<file path="src/rtl/stream_unary_reduce_if.sv">
// Stream port bundle for stream_unary_reduce: framed operand beats in,
// registered reduction result out.
interface stream_unary_reduce_if #(
  parameter int N  = 8,
  parameter int CW = 16
);
  logic [2:0]    op;
  logic          s_valid;
  logic          s_ready;
  logic [N-1:0]  s_data;
  logic          s_last;
  logic          m_valid;
  logic          m_ready;
  logic          m_result;
  logic [CW-1:0] m_beats;
  logic          m_err;

  modport slave (
    input  op, s_valid, s_data, s_last, m_ready,
    output s_ready, m_valid, m_result, m_beats, m_err
  );

  modport master (
    output op, s_valid, s_data, s_last, m_ready,
    input  s_ready, m_valid, m_result, m_beats, m_err
  );
endinterface

</file>
<file path="src/rtl/stream_unary_reduce.sv">
// Multi-beat unary reduction (AND/NAND/OR/NOR/XOR/XNOR) over a framed stream,
// one registered result per frame with valid/ready output and saturating beat count.
module stream_unary_reduce #(
  parameter int N  = 8,
  parameter int CW = 16
) (
  input logic                   clk,
  input logic                   rst,
  stream_unary_reduce_if.slave  bus
);

  localparam logic [1:0] S_IDLE  = 2'd0;
  localparam logic [1:0] S_ACCUM = 2'd1;
  localparam logic [1:0] S_HOLD  = 2'd2;

  localparam logic [CW-1:0] CNT_MAX = '1;
  localparam logic [CW-1:0] CNT_ONE = CW'(1);

  logic [1:0]    r_state;
  logic [2:0]    r_op;
  logic          r_and;
  logic          r_or;
  logic          r_xor;
  logic [CW-1:0] r_cnt;
  logic          r_mvalid;
  logic          r_mresult;
  logic [CW-1:0] r_mbeats;
  logic          r_merr;

  logic          w_accept;
  logic          w_first;
  logic [2:0]    w_op;
  logic          w_and;
  logic          w_or;
  logic          w_xor;
  logic [CW-1:0] w_cnt;
  logic          w_result;
  logic          w_err;

  assign bus.s_ready  = ~rst & (r_state != S_HOLD);
  assign bus.m_valid  = r_mvalid;
  assign bus.m_result = r_mresult;
  assign bus.m_beats  = r_mbeats;
  assign bus.m_err    = r_merr;

  assign w_accept = bus.s_valid & bus.s_ready;

  // The first beat seeds the accumulators, so the previous frame's values never leak in.
  always_comb begin
    w_first = (r_state == S_IDLE);
    w_op    = w_first ? bus.op : r_op;
    w_and   = (w_first | r_and) & (&bus.s_data);
    w_or    = (~w_first & r_or) | (|bus.s_data);
    w_xor   = (~w_first & r_xor) ^ (^bus.s_data);
    if (w_first)
      w_cnt = CNT_ONE;
    else if (r_cnt == CNT_MAX)
      w_cnt = r_cnt;
    else
      w_cnt = r_cnt + CNT_ONE;
  end

  always_comb begin
    w_result = 1'b0;
    w_err    = 1'b0;
    case (w_op)
      3'd0:    w_result = w_and;
      3'd1:    w_result = ~w_and;
      3'd2:    w_result = w_or;
      3'd3:    w_result = ~w_or;
      3'd4:    w_result = w_xor;
      3'd5:    w_result = ~w_xor;
      default: w_err    = 1'b1;
    endcase
  end

  always_ff @(posedge clk) begin
    if (rst) begin
      r_state   <= S_IDLE;
      r_op      <= '0;
      r_and     <= 1'b0;
      r_or      <= 1'b0;
      r_xor     <= 1'b0;
      r_cnt     <= '0;
      r_mvalid  <= 1'b0;
      r_mresult <= 1'b0;
      r_mbeats  <= '0;
      r_merr    <= 1'b0;
    end else begin
      case (r_state)
        S_IDLE, S_ACCUM: begin
          if (w_accept) begin
            r_op  <= w_op;
            r_and <= w_and;
            r_or  <= w_or;
            r_xor <= w_xor;
            r_cnt <= w_cnt;
            if (bus.s_last) begin
              r_state   <= S_HOLD;
              r_mvalid  <= 1'b1;
              r_mresult <= w_result;
              r_mbeats  <= w_cnt;
              r_merr    <= w_err;
            end else begin
              r_state <= S_ACCUM;
            end
          end
        end
        S_HOLD: begin
          if (bus.m_ready) begin
            r_state  <= S_IDLE;
            r_mvalid <= 1'b0;
          end
        end
        default: r_state <= S_IDLE;
      endcase
    end
  end

endmodule

</file>
<file path="src/flat_wrapper.sv">
// flat-port wrapper written by rule: the top's interface ports become plain ports
module stream_unary_reduce_flat 
#(
  parameter int N  = 8,
  parameter int CW = 16
)
  (clk, rst, bus_op, bus_s_valid, bus_s_data, bus_s_last, bus_m_ready, bus_s_ready, bus_m_valid, bus_m_result, bus_m_beats, bus_m_err);
  stream_unary_reduce_if #(.N(N), .CW(CW)) bus_i ();
  input logic clk;
  input logic rst;
  input wire logic [$bits(bus_i.op)-1:0] bus_op;
  input wire logic [$bits(bus_i.s_valid)-1:0] bus_s_valid;
  input wire logic [$bits(bus_i.s_data)-1:0] bus_s_data;
  input wire logic [$bits(bus_i.s_last)-1:0] bus_s_last;
  input wire logic [$bits(bus_i.m_ready)-1:0] bus_m_ready;
  output wire logic [$bits(bus_i.s_ready)-1:0] bus_s_ready;
  output wire logic [$bits(bus_i.m_valid)-1:0] bus_m_valid;
  output wire logic [$bits(bus_i.m_result)-1:0] bus_m_result;
  output wire logic [$bits(bus_i.m_beats)-1:0] bus_m_beats;
  output wire logic [$bits(bus_i.m_err)-1:0] bus_m_err;
  assign bus_i.op = bus_op;
  assign bus_i.s_valid = bus_s_valid;
  assign bus_i.s_data = bus_s_data;
  assign bus_i.s_last = bus_s_last;
  assign bus_i.m_ready = bus_m_ready;
  assign bus_s_ready = bus_i.s_ready;
  assign bus_m_valid = bus_i.m_valid;
  assign bus_m_result = bus_i.m_result;
  assign bus_m_beats = bus_i.m_beats;
  assign bus_m_err = bus_i.m_err;
  stream_unary_reduce #(.N(N), .CW(CW)) u_core (.clk(clk), .rst(rst), .bus(bus_i));
endmodule
</file>
<file path="config.mk">
export PLATFORM = sky130hd
export DESIGN_NAME = stream_unary_reduce_flat
export DESIGN_NICKNAME = d
export VERILOG_FILES = /design/src/rtl/stream_unary_reduce_if.sv /design/src/rtl/stream_unary_reduce.sv /design/src/flat_wrapper.sv
export SDC_FILE = /design/constraint.sdc
export NUM_CORES = 1
export LEC_CHECK = 0
export CELL_PAD_IN_SITES_DETAIL_PLACEMENT = 2
export CELL_PAD_IN_SITES_GLOBAL_PLACEMENT = 2
export CORE_MARGIN = 8
export CORE_UTILIZATION = 28
export DETAILED_ROUTE_END_ITERATION = 12
export MAX_ROUTING_LAYER = met4
export PLACE_DENSITY = 0.8
export SYNTH_ARGS = -nofsm -noshare
export SYNTH_HDL_FRONTEND = slang
export SYNTH_SLANG_ARGS = --single-unit
export TNS_END_PERCENT = 30
</file>
<file path="constraint.sdc">
create_clock -name clk -period 1.6 [get_ports clk]
set_input_delay 0.32 -clock clk [delete_from_list [all_inputs] [get_ports clk]]
set_output_delay 0.32 -clock clk [all_outputs]
set_load 0.02 [all_outputs]
</file>
Word level (Yosys, flattened, before mapping)
Index checks and enable logic that the tools add are counted.
Widths: inputs -> output; s select.
{"block": "op_classes", "bitwise": 13, "eq_ne": 12, "reduce_logical": 12, "mux": 13, "add_sub_neg": 1}
{"op": "$mux 16", "count": 2}
{"op": "$add 16x1->16 const B", "count": 1}
{"op": "$eq 16x16->1 const B", "count": 1}
{"op": "$reduce_and 8->1", "count": 1}
{"op": "$reduce_or 8->1", "count": 1}
{"op": "$reduce_xor 8->1", "count": 1}
{"op": "$eq 3x2->1 const B", "count": 2}
{"op": "$eq 3x3->1 const B", "count": 2}
{"op": "$mux 2", "count": 3}
{"op": "$ne 2x2->1 const B", "count": 3}
{"op": "$pmux 1 s6", "count": 1}
{"op": "$reduce_or 6->1", "count": 1}
{"op": "$and 1x1->1", "count": 5}
{"op": "$not 1->1", "count": 5}
{"op": "$mux 1", "count": 4}
{"op": "$pmux 2 s2", "count": 1}
{"op": "$reduce_and 2->1", "count": 2}
{"op": "$reduce_and 4->1", "count": 1}
{"op": "$eq 3x1->1 const B", "count": 1}
{"op": "$logic_not 3->1", "count": 1}
{"op": "$mux 3", "count": 1}
{"op": "$reduce_and 3->1", "count": 1}
{"op": "$eq 2x1->1 const B", "count": 1}
{"op": "$eq 2x2->1 const B", "count": 1}
{"op": "other kinds (7)", "count": 8}
{"block": "totals", "elab_cells": 61, "ff_bits": 43, "in_bits": 16, "out_inout_bits": 20}

Logic depth before layout (Yosys ltp)
Gate-level depths: netlist of the first run.
{"block": "depth", "depth_word": 6, "ltp_mapped": 8, "depth_no_buf": 7}

Worst setup path before layout of the first run
No wires, ideal clock.
{"block": "synth_timing", "path_type": "flip-flop to flip-flop", "start": "register u_core.r_state[1]", "end": "register u_core.r_mresult (netlist: u_core.bus.m_result)", "slack_ns": -0.144, "setup_time_ns": 0.070, "path_stages_with_launch": 7, "arrival_ns": 1.674, "period_less_slack_ns": 1.744, "cell_sequence": "dfxtp_1 buf_2 nor2_2 mux2i_1 mux2i_1 mux2_2 a21oi_1"}
{"block": "synth_between", "elab_chain_cells": 6, "elab_cells_between_ends": 25, "cone_classes": "eq/ne: 7; mux: 2; bitwise: 12; reduce/logical: 4"}
{"element": "from (decl)", "line": "stream_unary_reduce.sv:19", "source": "logic [1:0] r_state;"}
{"element": "from (signal assigned)", "line": "stream_unary_reduce.sv:79", "source": "r_state <= S_IDLE;"}
{"element": "from (signal assigned)", "line": "stream_unary_reduce.sv:99", "source": "r_state <= S_HOLD;"}
{"element": "from (signal assigned)", "line": "stream_unary_reduce.sv:105", "source": "r_state <= S_ACCUM;"}
{"element": "$logic_not 2->1", "line": "stream_unary_reduce.sv:50, stream_unary_reduce.sv:90"}
{"element": "$not 1->1", "line": "stream_unary_reduce.sv:53, stream_unary_reduce.sv:54"}
{"element": "$and 1x1->1, on equally long branches", "line": "stream_unary_reduce.sv:54, stream_unary_reduce.sv:53"}
{"element": "$xor 1x1->1 / $or 1x1->1 (equally long branches)", "line": "stream_unary_reduce.sv:54, stream_unary_reduce.sv:53"}
{"element": "$not 1->1, on equally long branches", "line": "stream_unary_reduce.sv:72, stream_unary_reduce.sv:70"}
{"element": "$pmux 1 s6", "line": "stream_unary_reduce.sv:66", "source": "case (w_op)"}
{"element": "to (signal assigned)", "line": "stream_unary_reduce.sv:101", "source": "r_mresult <= w_result;"}
{"element": "to (decl)", "line": "stream_unary_reduce.sv:26", "source": "logic r_mresult;"}
Several ways; a longest one is shown, not always the timed one.
A chain may end at the register's enable or synchronous reset.

Worst setup path in the final report of the first run
{"block": "layout_timing", "start": "register u_core.r_cnt[11]", "end": "register u_core.r_cnt[11]"}
{"block": "layout_between", "elab_chain_cells": 3, "elab_cells_between_ends": 4, "cone_classes": "add/sub: 1; eq/ne: 1; mux: 2"}
{"element": "from (decl)", "line": "stream_unary_reduce.sv:24", "source": "logic [CW-1:0] r_cnt;"}
{"element": "from (signal assigned)", "line": "stream_unary_reduce.sv:97", "source": "r_cnt <= w_cnt;"}
{"element": "$add 16x1->16 / $eq 16x16->1 (equally long branches)", "line": "stream_unary_reduce.sv:60, stream_unary_reduce.sv:57"}
{"element": "$mux 16 *", "line": "stream_unary_reduce.sv:57", "source": "else if (r_cnt == CNT_MAX)"}
{"element": "$mux 16 *", "line": "stream_unary_reduce.sv:55", "source": "if (w_first)"}
Mark *: on every way between the ends. The rest lies on a longest branch, timed or not.

==> run summary, run 1 <==
Net Sw Frac -> 26.6%
area of the placeable core -> 8050 sq um
highest attainable clock frequency -> 573 MHz
number of storage elements in the synthesis netlist -> 43
count of flip-flops with a built-in enable after synthesis -> 0
hold-fix buffers at CTS -> 0
number of buffers created by CTS -> 5
net total in the final layout -> 402
Sw Pwr -> 0.706 mW
Die Outline Area -> 11,300 sq um
shortest period the worst path allows -> 1.75 ns
biggest fanout along the worst timing path -> 6
Syn Area/Cell -> 8.29 sq um
gr usage total -> 19.4%
share of flip-flops with an asynchronous set or reset after synthesis -> 0%
Syn. warnings -> 0
placed wire-length estimate after detailed placement -> 6.75 mm
Die Y -> 106 um
I/O pin total -> 36
failing checks -> negative setup slack
Clock Pin Slew Worst Setup and Hold Paths -> 0.10 ns
vias in the first global route -> 2,959
fraction of the yosys area taken by sequential cells -> 37.7%
DR WL/cell -> 22.3 um
main flop type after synthesis -> sky130_fd_sc_hd__dfxtp_1
CP arrival -> 1.95 ns
maximum number of pins on one net before global-route repair -> 16
category of the worst setup path launch point -> flop
synthesized netlist net count -> 300
sequential cell area -> 893 sq um
setup repair after global routing missed its margin -> true
number of DRC violations after detailed-routing iteration 0 -> 64
Syn Std Cell Area -> 2280 sq um
number of different library cells in the post-synthesis netlist -> 53
share of final-layout standard cells stronger than drive strength 1 -> 41.3%
proportion of power drawn by flip-flops and latches -> 42.2%
initial antenna violation count -> 0
path class of the lowest-slack min-delay path -> in2reg
part of the total power dissipated in combinational logic -> 17.2%
worst-case register-to-register setup slack -> -0.15 ns
CTS root buffer -> sky130_fd_sc_hd__clkbuf_8
ratio of total power to cell area -> 703 nW/um^2
Detailed Route WL -> 10.8 mm
count of max-cap constraint violations -> 0
Least-Margin Pin Slew -> 0.412 ns
starting density of the core -> 28.3%
dominant cells by area after synthesis -> sky130_fd_sc_hd__dfxtp_1, sky130_fd_sc_hd__a21oi_1, sky130_fd_sc_hd__ha_1
chip width -> 106 um
critical path start-end classification -> reg2reg
final slew viol count -> 0
CTS tree -> yes
final core utilization -> 46.8%
Post-Route Skew -> 0.00532 ns
Post-route DRC -> 0
count of clock tree sinks -> 43
global-route wire length before repair -> 16.6 mm
minimum setup slack after placement -> -0.550 ns
remaining antenna violation count -> 0
Synth area leader -> sky130_fd_sc_hd__dfxtp_1
worst path setup slack after routing -> -0.146 ns
# fillers -> 849
gpl congestion -> 0.817
nature of the critical path endpoint -> flop
Avg Vias per Cell -> 5.30
clock latency reported for the late side of the worst-skew pair -> 0.32 ns
final worst-path cycle share -> 109%
result of the run -> finished with violations
Leak -> 1.74 nW
Layout Area Growth over Synthesis -> 65.3%
final setup violation count -> 13
final hold violations -> 0
number of H-tree branching levels -> 2
Clock Tree Buf Depth -> 2
DR vias -> 2,559
internal power consumption -> 1.94 mW
detailed-routing iteration count for the pre-antenna-repair pass -> 4
overflow left after global routing -> 0
Synth top area share -> 37.7%
number of placement rows -> 33
worst slew margin relative to its limit -> 71.8%
Max VDD drop -> 0.361 mV
footprint of the multi-input gates -> 1620 sq um
Data required, critical path -> 1.80 ns
diode count -> 0
synthesized instance count -> 275
clock network fraction of total power -> 40.6%
PortBufs -> 35
## flip-flops by register name, indices dropped and copies added (netlist names)
register             count
u_core.bus.m_beats      16
u_core.r_cnt            16
u_core.r_op              3
u_core.r_state           2
u_core.bus.m_err         1
u_core.bus.m_result      1
u_core.bus.m_valid       1
u_core.r_and             1
u_core.r_or              1
u_core.r_xor             1
## synth_stat cells (all sizes together), types with 2 or more instances
library cell	number
clkbuf	8
o21ai	21
nand2	29
o31ai	2
ha	9
buf	6
a31oi	4
a211oi	7
xnor2	9
o211ai	5
xor2	6
a32o	2
nor2	21
nor3	5
mux2i	6
a21oi	25
inv	14
o22ai	2
nor3b	3
o21bai	2
or2	4
or3	3
nor4	2
nand2b	2
nand3b	3
dfxtp	43
nand3	9
nand4	5
## power groups by stage
| stage | sequential [mW] | clock [mW] | combinational, mW |
|---|---|---|---|
| 5_1_grt | 1.12 | 1.13 | 0.489 |
| 6_report | 1.12 | 1.08 | 0.456 |
| 3_5_place_dp | 1.15 | 0 | 0.391 |
| 4_1_cts | 1.12 | 1.08 | 0.431 |
| 2_1_floorplan | 1.14 | 0 | 0.186 |
| 3_3_place_gp | 1.14 | 0 | 0.372 |
## routing by layer
metal  share of wire [%]  up-vias  track usage [%]
met1                  41     1283             19.9
met3                 2.5       28             3.09
met4                 3.9        0             9.85
met2                  53       65             35.2
li1                    -     1183                -
met5                   0        -                -
## cell usage in the layout (no fill, tap or decap), types with 10 or more instances in the layout
master                           count
sky130_fd_sc_hd__buf_4              69
sky130_fd_sc_hd__dfxtp_1            27
sky130_fd_sc_hd__nand2_1            25
sky130_fd_sc_hd__a21oi_1            20
sky130_fd_sc_hd__dlygate4sd2_1      16
sky130_fd_sc_hd__o21ai_1            15
sky130_fd_sc_hd__nor2_1             15
sky130_fd_sc_hd__dlymetal6s2s_1     12
sky130_fd_sc_hd__dfxtp_2            11
sky130_fd_sc_hd__inv_1              10
## stage by stage
step / hold WS [ns] / TNS [ns] / cells / area, sq um / total power, mW
after floorplan: 0.434 / -0.203 / 275 / 2300 / 1.33
after global placement: 0.435 / -12.32 / 465 / 3210 / 1.51
after detailed placement: 0.436 / -16.35 / 465 / 3210 / 1.54
after CTS: 0.449 / -0.326 / 479 / 3550 / 2.63
after global routing: 0.338 / -1.83 / 483 / 3770 / 2.74
final: 0.331 / -0.752 / 483 / 3770 / 2.65
## cell type report
cell class,instances,share of cell area (%)
Clock buffer,6,1.92
Clock inverter,2,1.59
Inverter,14,1.39
Multi-Input combinational cell,204,43.0
Sequential cell,43,23.7
Tap cell,105,3.48
Timing Repair Buffer,109,24.9
## cell families (layout without fill, tap and decap cells)
logic type / after synthesis / in the layout / share of synthesized area [%]
fa+ha+maj: 9 / 9 / 4.94
buf+inv: 28 / 131 / 5.16
compound gates: 83 / 83 / 23.0
simple gates: 90 / 90 / 20.2
mux: 7 / 7 / 3.13
xor+xnor: 15 / 15 / 5.76
flops: 43 / 43 / 37.7
## worst max-delay path, cell delays in order, from the launching register on
cell	delay (ns)
sky130_fd_sc_hd__dfxtp_4	0.38
sky130_fd_sc_hd__nand4_4	0.11
sky130_fd_sc_hd__or3_4	0.45
sky130_fd_sc_hd__buf_6	0.16
sky130_fd_sc_hd__o21a_1	0.22
sky130_fd_sc_hd__a31oi_1	0.21
sky130_fd_sc_hd__a31oi_1	0.09
## final timing paths
path	from	endpoint	depth (start not counted)
max	u_core.r_cnt[11]$_SDFFE_PP0P_	u_core.r_cnt[11]$_SDFFE_PP0P_	6
min reg2reg	u_core.bus.m_beats[13]$_SDFFE_PP0P_	u_core.bus.m_beats[13]$_SDFFE_PP0P_	2
min	bus_s_valid	u_core.r_state[0]$_SDFFE_PP0P_	2
max reg2reg	u_core.r_cnt[11]$_SDFFE_PP0P_	u_core.r_cnt[11]$_SDFFE_PP0P_	6
## what timing repair did
item	4_1_cts	5_1_grt
buffers inserted	6	4
pin swaps	22	17
resized for setup	77	54
setup endpoints to repair	48	46
gates cloned	0	0
Note: power is estimated with default switching activity, not from simulation.
==> run 2: changes to the inputs <==
Settings changed: CAP_MARGIN from default to 40.
==> run 2 against run 1 <==
Net effect:
- the run still ends with negative setup slack left
- core utilization fell by 0.81 points
- sequential power barely moved
- setup slack got worse by 0.011 ns
- cell area shrank 1.7%
- die area unchanged
- cell count grew 0.83%
- wire length grew 5.1%
- critical path type unchanged
==> run summary, run 2 (synthesis results as in run 1) <==
gr usage total -> 18.0%
CP arrival -> 1.98 ns
final hold violations -> 0
final std cell area, no fill -> 3710 sq um
CP bufs+invs -> 3
maximum number of pins on one net before global-route repair -> 16
starting density of the core -> 28.3%
CTS tree -> yes
met2 capacity usage during global routing -> 32.0%
highest-count cells in the layout ignoring fill and taps -> sky130_fd_sc_hd__buf_4, sky130_fd_sc_hd__dfxtp_1, sky130_fd_sc_hd__nand2_1
number of cells in the finished layout apart from fillers -> 487
Leak -> 1.72 nW
vias in the first global route -> 2,874
number of H-tree branching levels -> 2
shortest period the worst path allows -> 1.76 ns
Top cell by count, worst path -> sky130_fd_sc_hd__buf_4
nature of the critical path endpoint -> flop
worst slew margin relative to its limit -> 75.7%
placed cell count -> 466
Detailed Route WL -> 11.3 mm
minimum setup slack after placement -> -0.571 ns
Clock Tree Buf Depth -> 2
instance area after placement -> 3220 sq um
category of the worst setup path launch point -> flop
clock latency reported for the late side of the worst-skew pair -> 0.32 ns
Die Outline Area -> 11,300 sq um
Max VDD drop -> 0.362 mV
grt peak-use layer -> met2
worst path setup slack after routing -> -0.157 ns
Hold Path Origin -> bus_s_valid
count of max-cap constraint violations -> 0
gpl congestion -> 0.817
Post-Route Skew -> 0.00960 ns
met1 track demand over resource in global routing -> 19.6%
Least-Margin Pin Slew -> 0.363 ns
CP max-delay cell -> sky130_fd_sc_hd__dfxtp_4
Die Y -> 106 um
critical path launch point -> u_core.r_cnt[0]$_SDFFE_PP0P_
Total Power -> 2.39 mW
Avg Vias per Cell -> 5.34
DR WL/cell -> 23.3 um
CTS root buffer -> sky130_fd_sc_hd__clkbuf_8
detailed-routing iteration count for the pre-antenna-repair pass -> 4
Post-route DRC -> 0
number of placement rows -> 33
Clock Pin Slew Worst Setup and Hold Paths -> 0.10 ns
biggest fanout along the worst timing path -> 4
count of clock tree sinks -> 43
highest cell delay on the worst timing path -> 0.38 ns
PortBufs -> 35
critical path, cell by cell -> buf_6, nand4_1, buf_4, nor4_4, buf_4, xnor2_1, o21ai_1, nand2_1
setup repair after global routing missed its margin -> true
kind of cell with the highest combined delay on the critical path -> simple AND/OR/NAND/NOR gates
share of final-layout standard cells stronger than drive strength 1 -> 40.3%
failing checks -> negative setup slack
final core utilization -> 46.0%
initial antenna violation count -> 0
critical path start-end classification -> reg2reg
I/O pin total -> 36
final slew viol count -> 0
area of the placeable core -> 8050 sq um
Reg2Reg Launch Point -> u_core.r_cnt[0]$_SDFFE_PP0P_
net total in the final layout -> 406
global-route wire length before repair -> 15.6 mm
diode count -> 0
final worst-path cycle share -> 110%
placed wire-length estimate after detailed placement -> 6.77 mm
highest attainable clock frequency -> 569 MHz
path class of the lowest-slack min-delay path -> in2reg
chip width -> 106 um
final setup violation count -> 15
ratio of total power to cell area -> 644 nW/um^2
result of the run -> finished with violations
DR vias -> 2,601
overflow left after global routing -> 0
met3 demand-to-capacity share in global routing -> 2.72%
number of DRC violations after detailed-routing iteration 0 -> 94
most common cell after layout, fill and taps aside -> sky130_fd_sc_hd__buf_4
Layout Area Growth over Synthesis -> 62.5%
number of buffers created by CTS -> 5
remaining antenna violation count -> 0
hold-fix buffers at CTS -> 0
Data required, critical path -> 1.82 ns
[run 2: path summary, 6_finish.rpt]
| check | slack (ns) | cells after the start | to |
|---|---|---|---|
| worst max register to register | -0.16 | 8 | u_core.bus.m_beats[15]$_SDFFE_PP0P_ |
| worst max-delay path | -0.16 | 8 | u_core.bus.m_beats[15]$_SDFFE_PP0P_ |
| worst min register to register | 0.44 | 2 | u_core.bus.m_beats[13]$_SDFFE_PP0P_ |
| worst min-delay path | 0.30 | 2 | u_core.r_state[0]$_SDFFE_PP0P_ |
[run 2: stage by stage]
stage	hold WS, ns	TNS [ns]
2_1_floorplan	0.434	-0.203
3_3_place_gp	0.435	-12.32
3_5_place_dp	0.432	-16.27
4_1_cts	0.446	-0.151
5_1_grt	0.335	-2.29
6_report	0.303	-0.852
[run 2: final cells by class]
class / count / area (sq um)
Clock buffer: 5 / 68.8
Inverter: 14 / 52.6
Timing Repair Buffer: 112 / 961
Clock inverter: 3 / 23.8
Sequential cell: 43 / 895
Fill cell: 876 / 4350
Tap cell: 105 / 131
Multi-Input combinational cell: 205 / 1570
[run 2: where the power goes]
part	internal, mW	switching [mW]	total, mW
registers	1.09	0.0309	1.12
clock network	0.314	0.484	0.798
logic	0.234	0.233	0.467
total	1.64	0.748	2.39
[run 2: repair_timing]
action                                  in CTS  in global routing
endpoints found under the setup margin      45                 44
buffers inserted                             3                  9
gates resized for setup                     62                 56
pin swaps                                   19                 22
gates cloned                                 1                  0
[run 2: routing by layer]
metal	wire, um	vias up
met5	0	-
met4	351	0
met3	269	24
met2	6010	52
met1	4700	1328
li1	-	1197
[run 2: worst reg2reg max path, delay by kind of cell (launching register included)]
kind,cells,cell delay [ns]
buffers and inverters,3,0.52
and+or+nand+nor,3,0.54
DFF,1,0.38
xor gates and xnor gates,1,0.06
AOI/OAI and AO/OA,1,0.16
